`src/rtl/encoder_serializer_pkg.sv`:
```
// Shared types and sizing helpers for the multi-hot to index serializer.
// Optional popcount output is enabled by defining ENCODER_COUNT_EN.
package encoder_serializer_pkg;
  typedef enum logic {ST_IDLE = 1'b0, ST_BUSY = 1'b1} state_t;

  localparam int DEF_WIDTH = 8;

  function automatic int idx_w(input int w);
    return (w > 1) ? $clog2(w) : 1;
  endfunction
endpackage

```
`src/rtl/encoder_serializer_if.sv`:
```
// Vector-in / index-out handshake bundle for encoder_serializer.
// The count signal exists only when ENCODER_COUNT_EN is defined.
interface encoder_serializer_if #(parameter int WIDTH = 8);
  import encoder_serializer_pkg::*;
  localparam int IDX_W = idx_w(WIDTH);

  logic             enable;
  logic [WIDTH-1:0] in;
  logic             in_valid;
  logic             in_ready;
  logic [IDX_W-1:0] out;
  logic             out_valid;
  logic             out_ready;
  logic             out_last;
`ifdef ENCODER_COUNT_EN
  logic [IDX_W:0]   count;

  modport master (output enable, in, in_valid, out_ready,
                  input  in_ready, out, out_valid, out_last, count);
  modport slave  (input  enable, in, in_valid, out_ready,
                  output in_ready, out, out_valid, out_last, count);
`else
  modport master (output enable, in, in_valid, out_ready,
                  input  in_ready, out, out_valid, out_last);
  modport slave  (input  enable, in, in_valid, out_ready,
                  output in_ready, out, out_valid, out_last);
`endif
endinterface

```
`src/rtl/encoder_serializer_lsb_encoder.sv`:
```
// Combinational lowest-set-bit finder: index of the lowest 1 plus a flag
// saying that bit is the only one left in the vector.
module lsb_encoder
  import encoder_serializer_pkg::*;
#(
  parameter int WIDTH = 8,
  localparam int IDX_W = idx_w(WIDTH)
) (
  input  logic [WIDTH-1:0] vec,
  output logic [IDX_W-1:0] idx,
  output logic             one_left
);
  // Scan high to low so the last hit is the lowest set bit.
  always_comb begin
    idx = '0;
    for (int i = WIDTH - 1; i >= 0; i--)
      if (vec[i]) idx = IDX_W'(i);
  end

  assign one_left = (vec != '0) && ((vec & (vec - WIDTH'(1))) == '0);
endmodule

```
`src/rtl/encoder_serializer.sv`:
```
// Multi-hot vector in, one binary index per handshake out, lowest bit first.
// Define ENCODER_COUNT_EN to add the registered popcount output.
module encoder_serializer
  import encoder_serializer_pkg::*;
#(
  parameter int WIDTH = DEF_WIDTH,
  localparam int IDX_W = idx_w(WIDTH)
) (
  input  logic              clk,
  input  logic              rst,
  encoder_serializer_if.slave bus
);
  state_t           state;
  logic [WIDTH-1:0] pending;
  logic [IDX_W-1:0] idx, out_q;
  logic             one_left, busy, accept, beat;

  lsb_encoder #(.WIDTH(WIDTH)) u_lsb (
    .vec      (pending),
    .idx      (idx),
    .one_left (one_left)
  );

  assign busy          = (state == ST_BUSY);
  assign bus.in_ready  = bus.enable & !busy;
  assign bus.out_valid = bus.enable & busy;
  // While idle the last emitted index stays visible.
  assign bus.out       = busy ? idx : out_q;
  assign bus.out_last  = busy & one_left;

  assign accept = bus.in_valid & bus.in_ready & (bus.in != '0);
  assign beat   = bus.out_valid & bus.out_ready;

  always_ff @(posedge clk or posedge rst) begin
    if (rst) begin
      state   <= ST_IDLE;
      pending <= '0;
      out_q   <= '0;
    end else if (!busy) begin
      if (accept) begin
        pending <= bus.in;
        state   <= ST_BUSY;
      end
    end else if (beat) begin
      pending <= pending & ~(WIDTH'(1) << idx);
      out_q   <= idx;
      if (one_left) state <= ST_IDLE;
    end
  end

`ifdef ENCODER_COUNT_EN
  logic [IDX_W:0] pop;

  always_comb begin
    pop = '0;
    for (int i = 0; i < WIDTH; i++)
      pop = pop + (IDX_W + 1)'(bus.in[i]);
  end

  always_ff @(posedge clk or posedge rst) begin
    if (rst)         bus.count <= '0;
    else if (accept) bus.count <= pop;
  end
`endif
endmodule
```
`src/flat_wrapper.sv`:
```
// flat-port wrapper written by rule: the top's interface ports become plain ports
module encoder_serializer_flat import encoder_serializer_pkg::*;
#(
  parameter int WIDTH = DEF_WIDTH,
  localparam int IDX_W = idx_w(WIDTH)
)
  (clk, rst, bus_enable, bus_in, bus_in_valid, bus_out_ready, bus_in_ready, bus_out, bus_out_valid, bus_out_last);
  encoder_serializer_if #(.WIDTH(WIDTH)) bus_i ();
  input  logic clk;
  input  logic rst;
  input wire logic [$bits(bus_i.enable)-1:0] bus_enable;
  input wire logic [$bits(bus_i.in)-1:0] bus_in;
  input wire logic [$bits(bus_i.in_valid)-1:0] bus_in_valid;
  input wire logic [$bits(bus_i.out_ready)-1:0] bus_out_ready;
  output wire logic [$bits(bus_i.in_ready)-1:0] bus_in_ready;
  output wire logic [$bits(bus_i.out)-1:0] bus_out;
  output wire logic [$bits(bus_i.out_valid)-1:0] bus_out_valid;
  output wire logic [$bits(bus_i.out_last)-1:0] bus_out_last;
  assign bus_i.enable = bus_enable;
  assign bus_i.in = bus_in;
  assign bus_i.in_valid = bus_in_valid;
  assign bus_i.out_ready = bus_out_ready;
  assign bus_in_ready = bus_i.in_ready;
  assign bus_out = bus_i.out;
  assign bus_out_valid = bus_i.out_valid;
  assign bus_out_last = bus_i.out_last;
  encoder_serializer #(.WIDTH(WIDTH)) u_core (.clk(clk), .rst(rst), .bus(bus_i));
endmodule
```
`config.mk`:
```
export PLATFORM = sky130hd
export DESIGN_NAME = encoder_serializer_flat
export DESIGN_NICKNAME = d
export VERILOG_FILES = /design/src/rtl/encoder_serializer_pkg.sv /design/src/rtl/encoder_serializer_if.sv /design/src/rtl/encoder_serializer_lsb_encoder.sv /design/src/rtl/encoder_serializer.sv /design/src/flat_wrapper.sv
export SDC_FILE = /design/constraint.sdc
export NUM_CORES = 1
export LEC_CHECK = 0
export CAP_MARGIN = 20
export CORE_MARGIN = 2
export CORE_UTILIZATION = 48
export DETAILED_ROUTE_END_ITERATION = 12
export PLACE_DENSITY = 0.75
export SYNTH_ARGS = -nofsm -noshare
export SYNTH_HDL_FRONTEND = slang
export SYNTH_SLANG_ARGS = --single-unit
export TNS_END_PERCENT = 5
```
`constraint.sdc`:
```
create_clock -name clk -period 2.5 [get_ports clk]
set_clock_uncertainty 0.2 [all_clocks]
set_input_delay 0.375 -clock clk [delete_from_list [all_inputs] [get_ports clk]]
set_output_delay 0.375 -clock clk [all_outputs]
set_load 0.005 [all_outputs]
```
==> flow_summary.json <==
{
  "outcome": "complete, but fails checks",
  "violations": "negative setup slack",
  "ys_warn_count": 0,
  "slowest_stage": "dfrtp_2",
  "grt_use_met3": 0.03200,
  "cts.hold.buffers_added": 0,
  "period_needed_ns": 2.508,
  "wl_mm": 2.334,
  "leakage_uw": 0.0005645,
  "root_buffer": "clkbuf_4",
  "worstPathCellList": "buf_4, nor3_4, nand2_2, maj3_2, o22a_1, nor3b_2, buf_2",
  "die_w_um": 44.81,
  "via_per_inst": 6.000,
  "drive_above_1_share": 0.3440,
  "grt_pass1_wl_mm": 3.643,
  "ys_seq_area_frac": 0.3756,
  "hold_ws_ns": 0.2069,
  "drtIter0Drc": 23,
  "path_delay_family": "simple AND/OR/NAND/NOR gates",
  "hold_viol": 0,
  "antenna_found_initial": 0,
  "cp-end-kind": "output port",
  "synth_edf_count": 0,
  "avgSynthCellArea_um2": 8.983,
  "clk_path_buf_depth": 2,
  "grt_max_degree": 15,
  "busiest_layer": "met2",
  "nets": 140,
  "num_antenna_cells": 0,
  "drt_pass1_iterations": 4,
  "fin_crit_sh": 1.003,
  "relSlewSlack": 0.6778,
  "io_buffers": 18,
  "arrival_ns": 1.93,
  "drc_errors": 0,
  "netlist_instances": 89,
  "crit_required_ns": 1.92,
  "areaGrowthSynthToFinish_pct": 47.73,
  "dieArea_um2": 2008,
  "worst_setup_path_start_kind": "flop",
  "clk_latency_ns": 0.28,
  "setup_viol": 1,
  "clkSinkCount": 12,
  "rsz0062_at_grt": "true",
  "ys_types": 36,
  "synth_flop_cell": "dfrtp_1",
  "ys_ff_latch": 12,
  "p_per_area_nw_per_um2": 1320,
  "slowest_delay_ns": 0.44,
  "track_usage": 0.2510,
  "hp-class": "input pin to async pin",
  "die_y_um": 44.81,
  "wl_per_cell_um": 16.55,
  "path_class": "flop to output port",
  "synthArstFlopShare": 1.000,
  "grt_pass1_vias": 816,
  "vias": 846,
  "cts_buffers": 3,
  "final.setup.worst_slack_ns": -0.008265,
  "finalPower_uw": 1559,
  "stdcell_area_um2": 1181,
  "synth_nets": 102,
  "fmax_mhz": 398.7,
  "start_util": 0.5187,
  "htree_num_levels": 1,
  "met1_usage": 0.3392,
  "drv_cap": 0,
  "final_antenna_net_count": 0,
  "rows": 14,
  "path_buf_inv": 2,
  "overflow": 0,
  "gp_congestion": 0.8785,
  "report.final.slew_viol_count": 0,
  "ios": 19,
  "dp_hpwl_mm": 1.605,
  "cts_tree": "built",
  "syn-cell-area_um2": 799.5,
  "critical_path.max_fanout": 4,
  "core-area_um2": 1541,
  "worstMarginPinSlew_ns": 0.4833,
  "path_clk_slew_ns": 0.08,
  "ir_worst_vdd_uv": 693.8,
  "use_met2": 0.4174,
  "placed_area_um2": 1041
}
[report_power, final]
group          switching, uW  total (uW)  internal, uW
clock network           68.8         125          55.9
logic                    438        1030           592
registers                127         405           278
total                    634        1560           926
[flip-flops by register name, indices dropped and copies added, names as in the netlist]
signal and count:
u_core.pending 8, u_core.out_q 3, u_core.busy 1
[synth_stat cells (all sizes together) (3+ instances only)]
library cell,number,area share
o211ai,3,0.028
o21ai,5,0.031
a21oi,3,0.019
buf,4,0.052
a22o,4,0.044
inv,6,0.028
nand2,14,0.069
nor2,6,0.028
dfrtp,12,0.38
a21o,3,0.028
[placed cells by master (no fill, tap or decap), types with 3 or more instances in the layout]
cell type,instances
buf_4,19
clkdlybuf4s50_1,14
nand2_1,13
dfrtp_1,7
inv_1,5
dfrtp_2,5
a22o_1,4
o21ai_0,4
nor2_2,3
nor2_1,3
a21oi_1,3
a21o_1,3
o211ai_1,3
clkbuf_4,3
[cells by family after synthesis]
group	share of synthesized area
AO/OA/AOI/OAI	0.2488
flip-flops	0.3756
buffers and inverters	0.07981
XOR/XNOR	0.01096
multiplexers	0.03912
AND/OR/NAND/NOR	0.2316
adder cells (fa/ha/maj)	0.01408
[per-stage QoR]
step	setup TNS [ns]	setup WS (ns)	cells	util
2_1_floorplan	0	0.4597	89	-
3_3_place_gp	-0.03504	-0.03504	130	0.6753
3_5_place_dp	-0.05174	-0.05174	130	0.6753
4_1_cts	-0.2915	-0.1607	134	0.7151
5_1_grt	-0.06697	-0.06697	141	0.7662
6_report	-0.008265	-0.008265	141	0.7662
[final timing paths]
check                           cells after the start              start                 to  slack (ns)
worst max-delay path                                7  u_core.pending[0]       bus_out_last      -0.008
worst min-delay path                                2                rst    u_core.out_q[2]        0.21
worst max register to register                      7  u_core.pending[0]        u_core.busy        0.37
worst min register to register                      2    u_core.out_q[0]    u_core.out_q[0]        0.28
max in group asynchronous                           2                rst  u_core.pending[1]        1.54
min in group clk                                    2    u_core.out_q[0]    u_core.out_q[0]        0.28
[layout make-up]
class | instances | area [um2]
multi-input cells | 67 | 488.0
fillers | 107 | 360.3
repair buffers | 37 | 321.6
flip-flops and latches | 12 | 306.5
clock buffers | 3 | 22.52
inverters | 6 | 22.52
well taps | 16 | 20.02
[worst register-to-register path: stages (launching register included)]
cell and delay [ns]:
dfrtp_2 0.44, buf_4 0.15, nor3_4 0.19, nand2_2 0.08, maj3_2 0.31, o22a_1 0.20
buf_4 0.14, o32a_1 0.32
[repair_timing]
item                       in CTS  in global routing
buffers inserted                1                  7
gates resized for setup        12                 10
setup endpoints to repair       4                  3
pin swaps                       0                  3
[per-layer routing]
metal	part of all wire	routed length, um
met1	0.40	936
met2	0.51	1189
met3	0.075	175
met4	0.014	33
met5	0	0
Power figures use the tool's default switching activity.
